**src/rtl/joker_ts_filter_ctrl_mc.sv**
```systemverilog
// Multi-channel TS PID filter table controller: decodes filter sub-commands from the
// command buffer, updates the per-channel block table, and returns status. Query via TS_FILTER_QUERY_EN.
module joker_ts_filter_ctrl_mc #(
    parameter int          PID_W           = 13,
    parameter int          CHANNELS        = 4,
    parameter int          RD_LAT          = 2,
    parameter int          MAX_LIST        = 32,
    parameter logic [7:0]  J_CMD_TS_FILTER = 8'h30
) (
    input  logic                clk,
    input  logic                reset,
    input  logic [7:0]          j_cmd,
    output logic                ack_o,
    input  logic [7:0]          buf_out_q,
    output logic [10:0]         buf_out_addr,
    output logic [10:0]         buf_in_addr,
    output logic [7:0]          buf_in_data,
    output logic                buf_in_wren,
    output logic [PID_W-1:0]    table_wr_address,
    output logic [CHANNELS-1:0] table_data,
    output logic [CHANNELS-1:0] table_be,
    output logic                table_wren,
    output logic [PID_W-1:0]    table_rd_address,
    input  logic [CHANNELS-1:0] table_q
);

    typedef enum logic [3:0] {
        IDLE, FETCH, CMD, MASK, DECODE, PID_A, PID_B, COUNT,
        BULK, RANGE, LIST, STATUS, DONE
`ifdef TS_FILTER_QUERY_EN
        , QUERY
`endif
    } state_t;

    state_t              state_q, state_d, ret_q, ret_d, fetch_ret;
    logic [7:0]          cnt_q, cnt_d, sub_q, sub_d, hi_q, hi_d;
    logic [7:0]          n_q, n_d, idx_q, idx_d, status_q, status_d;
    logic [CHANNELS-1:0] mask_q, mask_d, tdata_q, tdata_d, tbe_q, tbe_d;
    logic [PID_W-1:0]    pid_a_q, pid_a_d, pid_b_q, pid_b_d, cur_q, cur_d;
    logic [PID_W-1:0]    taddr_q, taddr_d, rd_addr_q, rd_addr_d, pid_in;
    logic [10:0]         baddr_q, baddr_d;
    logic                ph_q, ph_d, twren_q, twren_d, go_fetch, sub_known;

    assign pid_in           = PID_W'({hi_q, buf_out_q});
    assign ack_o            = (state_q == DONE);
    assign buf_out_addr     = baddr_q;
    assign table_wr_address = taddr_q;
    assign table_data       = tdata_q;
    assign table_be         = tbe_q;
    assign table_wren       = twren_q;

`ifdef TS_FILTER_QUERY_EN
    assign sub_known        = (sub_q <= 8'd8);
    assign table_rd_address = rd_addr_q;
`else
    assign sub_known        = (sub_q < 8'd8);
    assign table_rd_address = '0;
    logic unused_table_q;
    assign unused_table_q   = ^{table_q, rd_addr_q};
`endif

    always_comb begin
        state_d  = state_q;   ret_d    = ret_q;    cnt_d   = cnt_q;
        sub_d    = sub_q;     hi_d     = hi_q;     n_d     = n_q;
        idx_d    = idx_q;     status_d = status_q; mask_d  = mask_q;
        pid_a_d  = pid_a_q;   pid_b_d  = pid_b_q;  cur_d   = cur_q;
        taddr_d  = taddr_q;   tdata_d  = tdata_q;  tbe_d   = tbe_q;
        rd_addr_d = rd_addr_q; baddr_d = baddr_q;  ph_d    = ph_q;
        twren_d  = 1'b0;
        go_fetch = 1'b0;
        fetch_ret = IDLE;
        buf_in_wren = 1'b0;
        buf_in_addr = '0;
        buf_in_data = '0;

        case (state_q)
            IDLE: begin
                status_d = '0;
                ph_d     = 1'b0;
                if (j_cmd == J_CMD_TS_FILTER) begin
                    go_fetch = 1'b1; fetch_ret = CMD;
                end
            end
            FETCH: begin
                if (cnt_q == 8'(RD_LAT)) state_d = ret_q;
                else cnt_d = cnt_q + 8'd1;
            end
            CMD: begin
                sub_d = buf_out_q;
                go_fetch = 1'b1; fetch_ret = MASK;
            end
            MASK: begin
                mask_d  = buf_out_q[CHANNELS-1:0];
                state_d = DECODE;
            end
            DECODE: begin
                if (!sub_known) begin
                    status_d = 8'd1; state_d = STATUS;
                end else if (sub_q < 8'd8 && mask_q == '0) begin
                    status_d = 8'd2; state_d = STATUS;
                end else if (sub_q < 8'd2) begin
                    cur_d = '1; state_d = BULK;
                end else begin
                    go_fetch  = 1'b1;
                    fetch_ret = (sub_q[3:1] == 3'd3) ? COUNT : PID_A;
                end
            end
            // PID bytes arrive hi then lo; ph_q tracks which one is on buf_out_q
            PID_A: begin
                if (!ph_q) begin
                    hi_d = buf_out_q; ph_d = 1'b1;
                    go_fetch = 1'b1; fetch_ret = PID_A;
                end else begin
                    ph_d = 1'b0; pid_a_d = pid_in;
                    if (sub_q[3:1] == 3'd2) begin
                        go_fetch = 1'b1; fetch_ret = PID_B;
                    end
`ifdef TS_FILTER_QUERY_EN
                    else if (sub_q == 8'd8) begin
                        rd_addr_d = pid_in; cnt_d = '0; state_d = QUERY;
                    end
`endif
                    else begin
                        pid_b_d = pid_in; cur_d = pid_in; state_d = RANGE;
                    end
                end
            end
            PID_B: begin
                if (!ph_q) begin
                    hi_d = buf_out_q; ph_d = 1'b1;
                    go_fetch = 1'b1; fetch_ret = PID_B;
                end else begin
                    ph_d = 1'b0; pid_b_d = pid_in;
                    if (pid_a_q > pid_in) begin
                        status_d = 8'd2; state_d = STATUS;
                    end else begin
                        cur_d = pid_a_q; state_d = RANGE;
                    end
                end
            end
            COUNT: begin
                n_d = buf_out_q;
                if (buf_out_q == 8'd0 || int'(buf_out_q) > MAX_LIST) begin
                    status_d = 8'd2; state_d = STATUS;
                end else begin
                    idx_d = '0; ph_d = 1'b0;
                    go_fetch = 1'b1; fetch_ret = LIST;
                end
            end
            BULK: begin
                twren_d = 1'b1; taddr_d = cur_q;
                if (cur_q == '0) state_d = STATUS;
                else cur_d = cur_q - 1'b1;
            end
            RANGE: begin
                twren_d = 1'b1; taddr_d = cur_q;
                if (cur_q == pid_b_q) state_d = STATUS;
                else cur_d = cur_q + 1'b1;
            end
            LIST: begin
                if (!ph_q) begin
                    hi_d = buf_out_q; ph_d = 1'b1;
                    go_fetch = 1'b1; fetch_ret = LIST;
                end else begin
                    ph_d = 1'b0; twren_d = 1'b1; taddr_d = pid_in;
                    idx_d = idx_q + 8'd1;
                    if (idx_q + 8'd1 == n_q) state_d = STATUS;
                    else begin
                        go_fetch = 1'b1; fetch_ret = LIST;
                    end
                end
            end
`ifdef TS_FILTER_QUERY_EN
            QUERY: begin
                if (cnt_q == 8'd2) begin
                    buf_in_wren = 1'b1; buf_in_addr = 11'd1;
                    buf_in_data = 8'(table_q);
                    state_d = STATUS;
                end else cnt_d = cnt_q + 8'd1;
            end
`endif
            STATUS: begin
                buf_in_wren = 1'b1; buf_in_addr = 11'd0;
                buf_in_data = status_q;
                state_d = DONE;
            end
            DONE: if (j_cmd != J_CMD_TS_FILTER) state_d = IDLE;
            default: state_d = IDLE;
        endcase

        // Command bytes are consumed strictly in address order, so every fetch is addr+1
        if (go_fetch) begin
            state_d = FETCH; ret_d = fetch_ret; cnt_d = '0;
            baddr_d = (state_q == IDLE) ? 11'd1 : baddr_q + 11'd1;
        end
        if (twren_d) begin
            tdata_d = {CHANNELS{sub_q[0]}};
            tbe_d   = mask_q;
        end
    end

    always_ff @(posedge clk) begin
        if (reset) begin
            state_q <= IDLE;  ret_q <= IDLE;  cnt_q <= '0;   sub_q <= '0;
            hi_q <= '0;       n_q <= '0;      idx_q <= '0;   status_q <= '0;
            mask_q <= '0;     pid_a_q <= '0;  pid_b_q <= '0; cur_q <= '0;
            taddr_q <= '0;    tdata_q <= '0;  tbe_q <= '0;   twren_q <= 1'b0;
            rd_addr_q <= '0;  baddr_q <= '0;  ph_q <= 1'b0;
        end else begin
            state_q <= state_d;  ret_q <= ret_d;     cnt_q <= cnt_d;     sub_q <= sub_d;
            hi_q <= hi_d;        n_q <= n_d;         idx_q <= idx_d;     status_q <= status_d;
            mask_q <= mask_d;    pid_a_q <= pid_a_d; pid_b_q <= pid_b_d; cur_q <= cur_d;
            taddr_q <= taddr_d;  tdata_q <= tdata_d; tbe_q <= tbe_d;     twren_q <= twren_d;
            rd_addr_q <= rd_addr_d; baddr_q <= baddr_d; ph_q <= ph_d;
        end
    end

endmodule

```
**config.mk**
```make
export PLATFORM = sky130hd
export DESIGN_NAME = joker_ts_filter_ctrl_mc
export DESIGN_NICKNAME = d
export VERILOG_FILES = /design/src/rtl/joker_ts_filter_ctrl_mc.sv
export SDC_FILE = /design/constraint.sdc
export NUM_CORES = 1
export LEC_CHECK = 0
export CORE_ASPECT_RATIO = 1.2
export CORE_MARGIN = 8
export CORE_UTILIZATION = 45
export DETAILED_ROUTE_END_ITERATION = 7
export HOLD_SLACK_MARGIN = 0.06
export PLACE_DENSITY_LB_ADDON = 0.25
export SYNTH_ARGS = -nofsm -noshare
export SYNTH_HDL_FRONTEND = slang
export SYNTH_SLANG_ARGS = --single-unit
```
**constraint.sdc**
```tcl
create_clock -name clk -period 2.8 [get_ports clk]
set_input_delay 0.56 -clock clk [delete_from_list [all_inputs] [get_ports clk]]
set_output_delay 0.56 -clock clk [all_outputs]
set_load 0.03 [all_outputs]
```
==> results.md, run 1 <==
- Min Tclk post-route: 2.715 ns
- CTS root buf: clkbuf_16
- First-pass GRT wire length: 31.77 mm
- Status: completed
- WL per Instance: 16.63 microns
- Post-synth cell types: 74
- Non-Filler Instances: 1,205
- Total wire length: 20.04 mm
- Antenna violations before repair: 0
- Cell area power density: 468.1 nW/um^2
- Maximum vdd drop: 0.3914 mV
- Site row count: 50
- N_diodes: 0
- Later-pin clock latency in the skew report: 0.42 ns
- Total number of vias: 6,631
- Final GP Congestion: 0.9045
- Slew HR: 45.88%
- Clock sink count: 121
- Crit end category: flop
- Seq/Total Area, Yosys: 34.61%
- CTS tree: built
- Final setup vio count: 0
- Final worst setup slack: 0.08541 ns
- Clock-pin slew on the worst setup and hold paths: 0.06 ns
- RSZ-0062 raised after global routing: yes
- DRT Pass-1 Iters: 8
- Routed Antenna Nets: 0
- Dpl hpwl: 14.46 mm
- Mapped Cells: 879
- EDFF count, synth: 0
- Vias in the first global route: 6,155
- Synth Cell Area: 6998 sq um
- Port bufs: 54
- Commonest non-fill, non-tap cell in the layout: dfxtp_1
- Fin crit share: 96.95%
- Layout cells sized above 1: 16.25%
- Dpl cells: 1,170
- Yosys reg bits: 121
- Worst path required time: 3.13 ns
- Total power: 4.104 mW
- Startpoint Class: flop
- Top-level I/O count: 89
- Total GRT Usage: 20.20%
- CP Data Arrival Time: 3.04 ns
- Die Ht: 152.6 microns
- Chip Width: 129.8 microns
- Worst slack, placed: -0.4000 ns
- Clock tree buffer depth: 2
- Ys Warns: 0
- Fmax: 368.4 MHz
- GRT overflow: 0
- Max Slew Vio Count: 0
- Post-Syn Area per Cell: 7.961 sq um
- Worst-path maximum fanout: 4
- Least-Margin Pin Slew: 0.8118 ns
- Core ar.: 15,390 sq um
- Initial Utilization: 45.47%
- Core utilization of the finished layout: 56.97%
- Pleak: 3.357 nW
- Top cell type's share of synthesized area: 34.61%
- Synth-to-layout area growth: 25.28%
- Synth area leader: dfxtp_1
- WS Path Type: reg2reg
- Largest net degree at the start of global routing: 74
- Drt via density: 5.503
- CTS buffer count: 17
- DRC: 0
- Nets: 1,035
- Max Cap Viol: 0
- Most frequent cells in the layout: dfxtp_1, nor2_1, nand2_1, buf_4, a21oi_1
- Hold_ws: 0.4496 ns
- Final hold vios: 0
- Clock H-tree levels: 4
- Hold crit path type: reg2reg
- Die Area: 19,810 sq um
- Prevailing post-synth register cell: dfxtp_1
- Synth async-reset ratio: 0%
- Clock Skew: 0.008328 ns
- Area contributors post-synth: dfxtp_1, nor2_1, a21oi_1
- Iteration-0 DRC Markers: 656
==> cell type report <==
cell class,instances,area [sq um]
fill,1459,6623
multi-input combinational,671,4214
sequential,121,2422
timing repair buffer,143,1220
clock buffer,19,442.9
tap,208,260.3
inverter,30,112.6
clock inverter,13,95.09
==> cells in the mapped netlist (all sizes together), types with 7 or more instances <==
master / n
inv: 29
o211ai: 9
o21ai: 28
nand2: 93
nor2b: 7
buf: 47
dfxtp: 121
a21o: 8
nor2: 119
nand4: 8
a311oi: 12
xor2: 15
xnor2: 19
a221oi: 14
nand2b: 10
or4: 11
and3: 7
nand3: 21
mux2i: 31
o31ai: 8
clkbuf: 40
a211oi: 22
nor3: 20
nor4: 10
a21oi: 77
ha: 28
a31oi: 9
==> worst max-delay path, cell delays in order, from the launching register on <==
cell	delay [ns]
dfxtp_1	0.34
nor2b_4	0.24
nand2_1	0.22
ha_1	0.39
o21ai_0	0.10
buf_4	0.15
o21a_1	0.17
o21ai_0	0.22
a31oi_1	0.14
buf_4	0.15
xnor2_1	0.18
nand2_1	0.08
a311oi_1	0.25
==> repair_timing <==
item | CTS | global route
resized for setup | 10 | 14
buffers inserted | 1 | 1
pin swaps | 1 | 1
hold buffers | 0 | 0
gates cloned | 1 | 0
setup endpoints to repair | 6 | 22
==> power breakdown <==
part / switching (mW) / internal (mW) / total, mW / leakage (nW)
sequential: 0.0134 / 1.74 / 1.75 / 0.975
combinational: 0.236 / 0.126 / 0.362 / 2.12
clock: 0.831 / 1.16 / 1.99 / 0.260
total: 1.08 / 3.02 / 4.10 / 3.36
==> worst paths after layout <==
kind	slack, ns	start	depth (start not counted)	to
worst max-delay path	0.09	state_q[3]	12	cur_q[9]
worst min-delay path	0.45	status_q[1]	2	status_q[1]
worst max register to register	0.09	state_q[3]	12	cur_q[9]
worst min register to register	0.45	status_q[1]	2	status_q[1]
==> per-stage QoR <==
| stage | setup TNS [ns] | cell area [sq um] |
|---|---|---|
| 3_3_place_gp | -10.72 | 8114 |
| 5_1_grt | -0.09755 | 8767 |
| 6_report | 0 | 8767 |
| 3_5_place_dp | -11.51 | 8114 |
| 4_1_cts | 0 | 8687 |
| 2_1_floorplan | -0.04601 | 7123 |
==> sequential cells by signal, indices dropped and copies added (netlist names) <==
signal,flops
cur_q,13
pid_a_q,13
pid_b_q,13
table_wr_address,13
buf_out_addr,11
cnt_q,8
idx_q,8
n_q,8
sub_q,8
hi_q,5
mask_q,4
ret_q,4
state_q,4
table_be,4
status_q,2
ph_q,1
table_data,1
table_wren,1
==> per-layer routing <==
metal | track usage (%) | routed length, microns | vias up
met4 | 8.370 | 476 | 0
met3 | 3.571 | 1127 | 31
met1 | 24.26 | 8416 | 3117
li1 | - | - | 3278
met2 | 34.39 | 10020 | 205
met5 | 0 | 0 | -
==> logic make-up (layout without fill, tap and decap cells) <==
logic type | after synthesis | count (layout) | synth area share, %
multiplexers | 31 | 31 | 4.434
other | 1 | 30 | 0.05359
AO/OA/AOI/OAI | 212 | 212 | 20.11
adder cells (fa/ha/maj) | 29 | 29 | 5.292
AND/OR/NAND/NOR | 334 | 335 | 22.69
flip-flops | 121 | 121 | 34.61
XOR/XNOR | 34 | 34 | 4.255
buffers and inverters | 117 | 205 | 8.546
Power figures use the tool's default switching activity.
==> run 2, diff against run 1 <==
--- a/config.mk
+++ b/config.mk
@@ -7,7 +7,7 @@
 export LEC_CHECK = 0
 export CORE_ASPECT_RATIO = 1.2
 export CORE_MARGIN = 8
-export CORE_UTILIZATION = 45
+export CORE_UTILIZATION = 51
 export DETAILED_ROUTE_END_ITERATION = 7
 export HOLD_SLACK_MARGIN = 0.06
 export PLACE_DENSITY_LB_ADDON = 0.25
==> constraint.sdc (replaced) <==
create_clock -name clk -period 2.2 [get_ports clk]
set_input_delay 0.44 -clock clk [delete_from_list [all_inputs] [get_ports clk]]
set_output_delay 0.44 -clock clk [all_outputs]
set_load 0.03 [all_outputs]
==> results.md, run 2 (same netlist as run 1, synthesis figures left out) <==
- Status: complete, but fails checks
- Failing checks: negative setup slack
- Clock tree buffer depth: 2 (unchanged)
- Clock H-tree levels: 4 (unchanged)
- Final hold vios: 0 (unchanged)
- Seq pwr share: 37.3% (-5.4 points)
- Min Tclk post-route: 2.515 ns (-0.1996 ns)
- CP max stage cell: or3_4
- Fmax: 397.6 MHz (+7.9%)
- Routed Antenna Nets: 0 (unchanged)
- Worst-path cell chain: nor2b_4 > nand2_4 > buf_12 > ha_4 > or2_4 > buf_6 > a21o_1 > a31oi_4 > a21oi_2 > or3_4 > a31oi_4
- RSZ-0062 raised after global routing: yes
- CTS tree: built
- Synth-to-layout area growth: 51.15%
- DRT Pass-1 Iters: 5 (-3)
- Hold crit path type: in2reg
- Port bufs: 54 (unchanged)
- WL per Instance: 20.55 microns (+24%)
- Chip Width: 122.9 microns (-5.3%)
- Total wire length: 26.06 mm (+30%)
- CTS buffer count: 17 (unchanged)
- Cell area power density: 566.1 nW/um^2 (+21%)
- Later-pin clock latency in the skew report: 0.43 ns (about the same)
- Total number of vias: 7,607 (+15%)
- Crit end category: flop
- Max Cap Viol: 0 (unchanged)
- Slew HR: 56.35% (+10 points)
- First-pass GRT wire length: 38.35 mm (+21%)
- Clock Skew: 0.008309 ns (-0.00001904 ns)
- Worst path required time: 2.55 ns (-0.58 ns)
- Combinational Power Share: 10.1% (+1.3 points)
- Site row count: 47 (-6.0%)
- Antenna violations before repair: 0 (unchanged)
- Internal: 4.536 mW (+50%)
- Iteration-0 DRC Markers: 676 (+3.0%)
- Worst-path maximum fanout: 5 (+1)
- Startpoint Class: flop
- Largest net degree at the start of global routing: 85 (+15%)
- Initial Utilization: 51.52% (+6.0 points)
- Least-Margin Pin Slew: 0.6548 ns (-0.1570 ns)
- CP max stage delay: 0.37 ns (-0.02 ns)
- Nets: 1,134 (+9.6%)
- GRT overflow: 0 (unchanged)
- Worst reg2reg path depth: 11 (-1)
- Switching power: 1.452 mW (+34%)
- Crit path top cell by count: a31oi_4
- Cell Area, Placed: 8836 sq um (+8.9%)
- CTS root buf: clkbuf_16
- Dpl hpwl: 15.43 mm (+6.7%)
- DRC: 0 (unchanged)
- Die Area: 17,740 sq um (-10%)
- Fin area: 10,580 sq um (+21%)
- Total GRT Usage: 27.79% (+7.6 points)
- Core utilization of the finished layout: 77.87% (+21 points)
- Maximum vdd drop: 0.5537 mV (+41%)
- Setup TNS: -9.076 ns (-9.076 ns)
- CTS Hold Bufs: 0 (unchanged)
- Drt via density: 5.999 (+9.0%)
- Top-level I/O count: 89 (unchanged)
- Final setup vio count: 42 (+42)
- Pleak: 4.142 nW (+23%)
- Die Ht: 144.3 microns (-5.4%)
- Most frequent cells in the layout: buf_4, nor2_1, dfxtp_1, nand2_1, a21oi_1
- Clock-pin slew on the worst setup and hold paths: 0.06 ns (about the same)
- CP Data Arrival Time: 2.87 ns (-0.17 ns)
- WS Path Type: reg2reg
- Commonest non-fill, non-tap cell in the layout: buf_4
- Clock sink count: 121 (unchanged)
- Clock power share: 52.6% (+4.1 points)
- Fin crit share: 114.3% (+17 points)
- Core ar.: 13,580 sq um (-12%)
- Vias in the first global route: 7,306 (+19%)
- Final worst setup slack: -0.3149 ns (-0.4004 ns)
- Hold depth: 2 (unchanged)
- Switch share: 24.25% (-2.1 points)
- Layout cells sized above 1: 34.31% (+18 points)
- Final GP Congestion: 0.9131 (+0.95%)
- Max Slew Vio Count: 0 (unchanged)
## run 2: cell count changes in the layout (fill, tap and decap cells not counted), moves of 13 or more
| cell | before | now |
|---|---|---|
| ha_1 | 26 | 12 |
| dfxtp_2 | 0 | 13 |
| ha_4 | 1 | 16 |
| buf_6 | 0 | 25 |
| a21oi_1 | 72 | 59 |
| dfxtp_1 | 121 | 106 |
| buf_4 | 89 | 157 |
## run 2: power by group through the flow
| stage | combinational (mW) | sequential [mW] | clock, mW |
|---|---|---|---|
| final | 0.605 | 2.23 | 3.15 |
| after global routing | 0.640 | 2.24 | 3.27 |
| after CTS | 0.513 | 2.23 | 3.15 |
| after detailed placement | 0.479 | 2.28 | 0 |
| after global placement | 0.474 | 2.28 | 0 |
| after floorplan | 0.351 | 2.28 | 0 |
## run 2: metrics by stage
step	setup slack, ns	hold WS (ns)	power, mW	std cells
after detailed placement	-0.7394	0.4497	2.758	1203
final	-0.3149	0.3913	5.988	1268
after CTS	-0.3349	0.3714	5.897	1256
after global placement	-0.7101	0.4426	2.751	1203
after floorplan	-0.2982	0.4317	2.630	908
after global routing	-0.3981	0.4107	6.149	1267
## run 2: worst paths after layout
kind,startpoint,end,slack [ns]
min,reset,buf_out_addr[1],0.39
max,state_q[3],cur_q[11],-0.31
max reg2reg,state_q[3],cur_q[11],-0.31
min reg2reg,status_q[1],status_q[1],0.46
## run 2: timing repair
action	CTS	global route
setup buffers	18	18
resized for setup	105	81
cloned	5	1
pin swaps	59	40
setup endpoints to repair	52	45
## run 2: per-layer routing
layer	vias up	wire length, microns	GRT usage [%]
met1	3576	9237	29.96
li1	3482	-	-
met2	414	13160	47.64
met5	-	0	0
met3	135	2027	6.211
met4	0	1633	18.64
## run 2: area by class of cell
type / instances / area (sq um)
multi-input combinational: 670 / 4935
clock buffer: 23 / 509.2
timing repair buffer: 243 / 2197
fill: 853 / 3007
clock inverter: 9 / 158.9
sequential: 121 / 2446
antenna: 1 / 2.502
inverter: 30 / 115.1
tap: 171 / 214.0
## run 2: critical path: cells and delay by family (launching register included)
family / cells / cell delay (ns)
flops: 1 / 0.33
buf+inv: 2 / 0.27
compound gates: 4 / 0.69
simple gates: 4 / 0.94
fa+ha+maj: 1 / 0.21
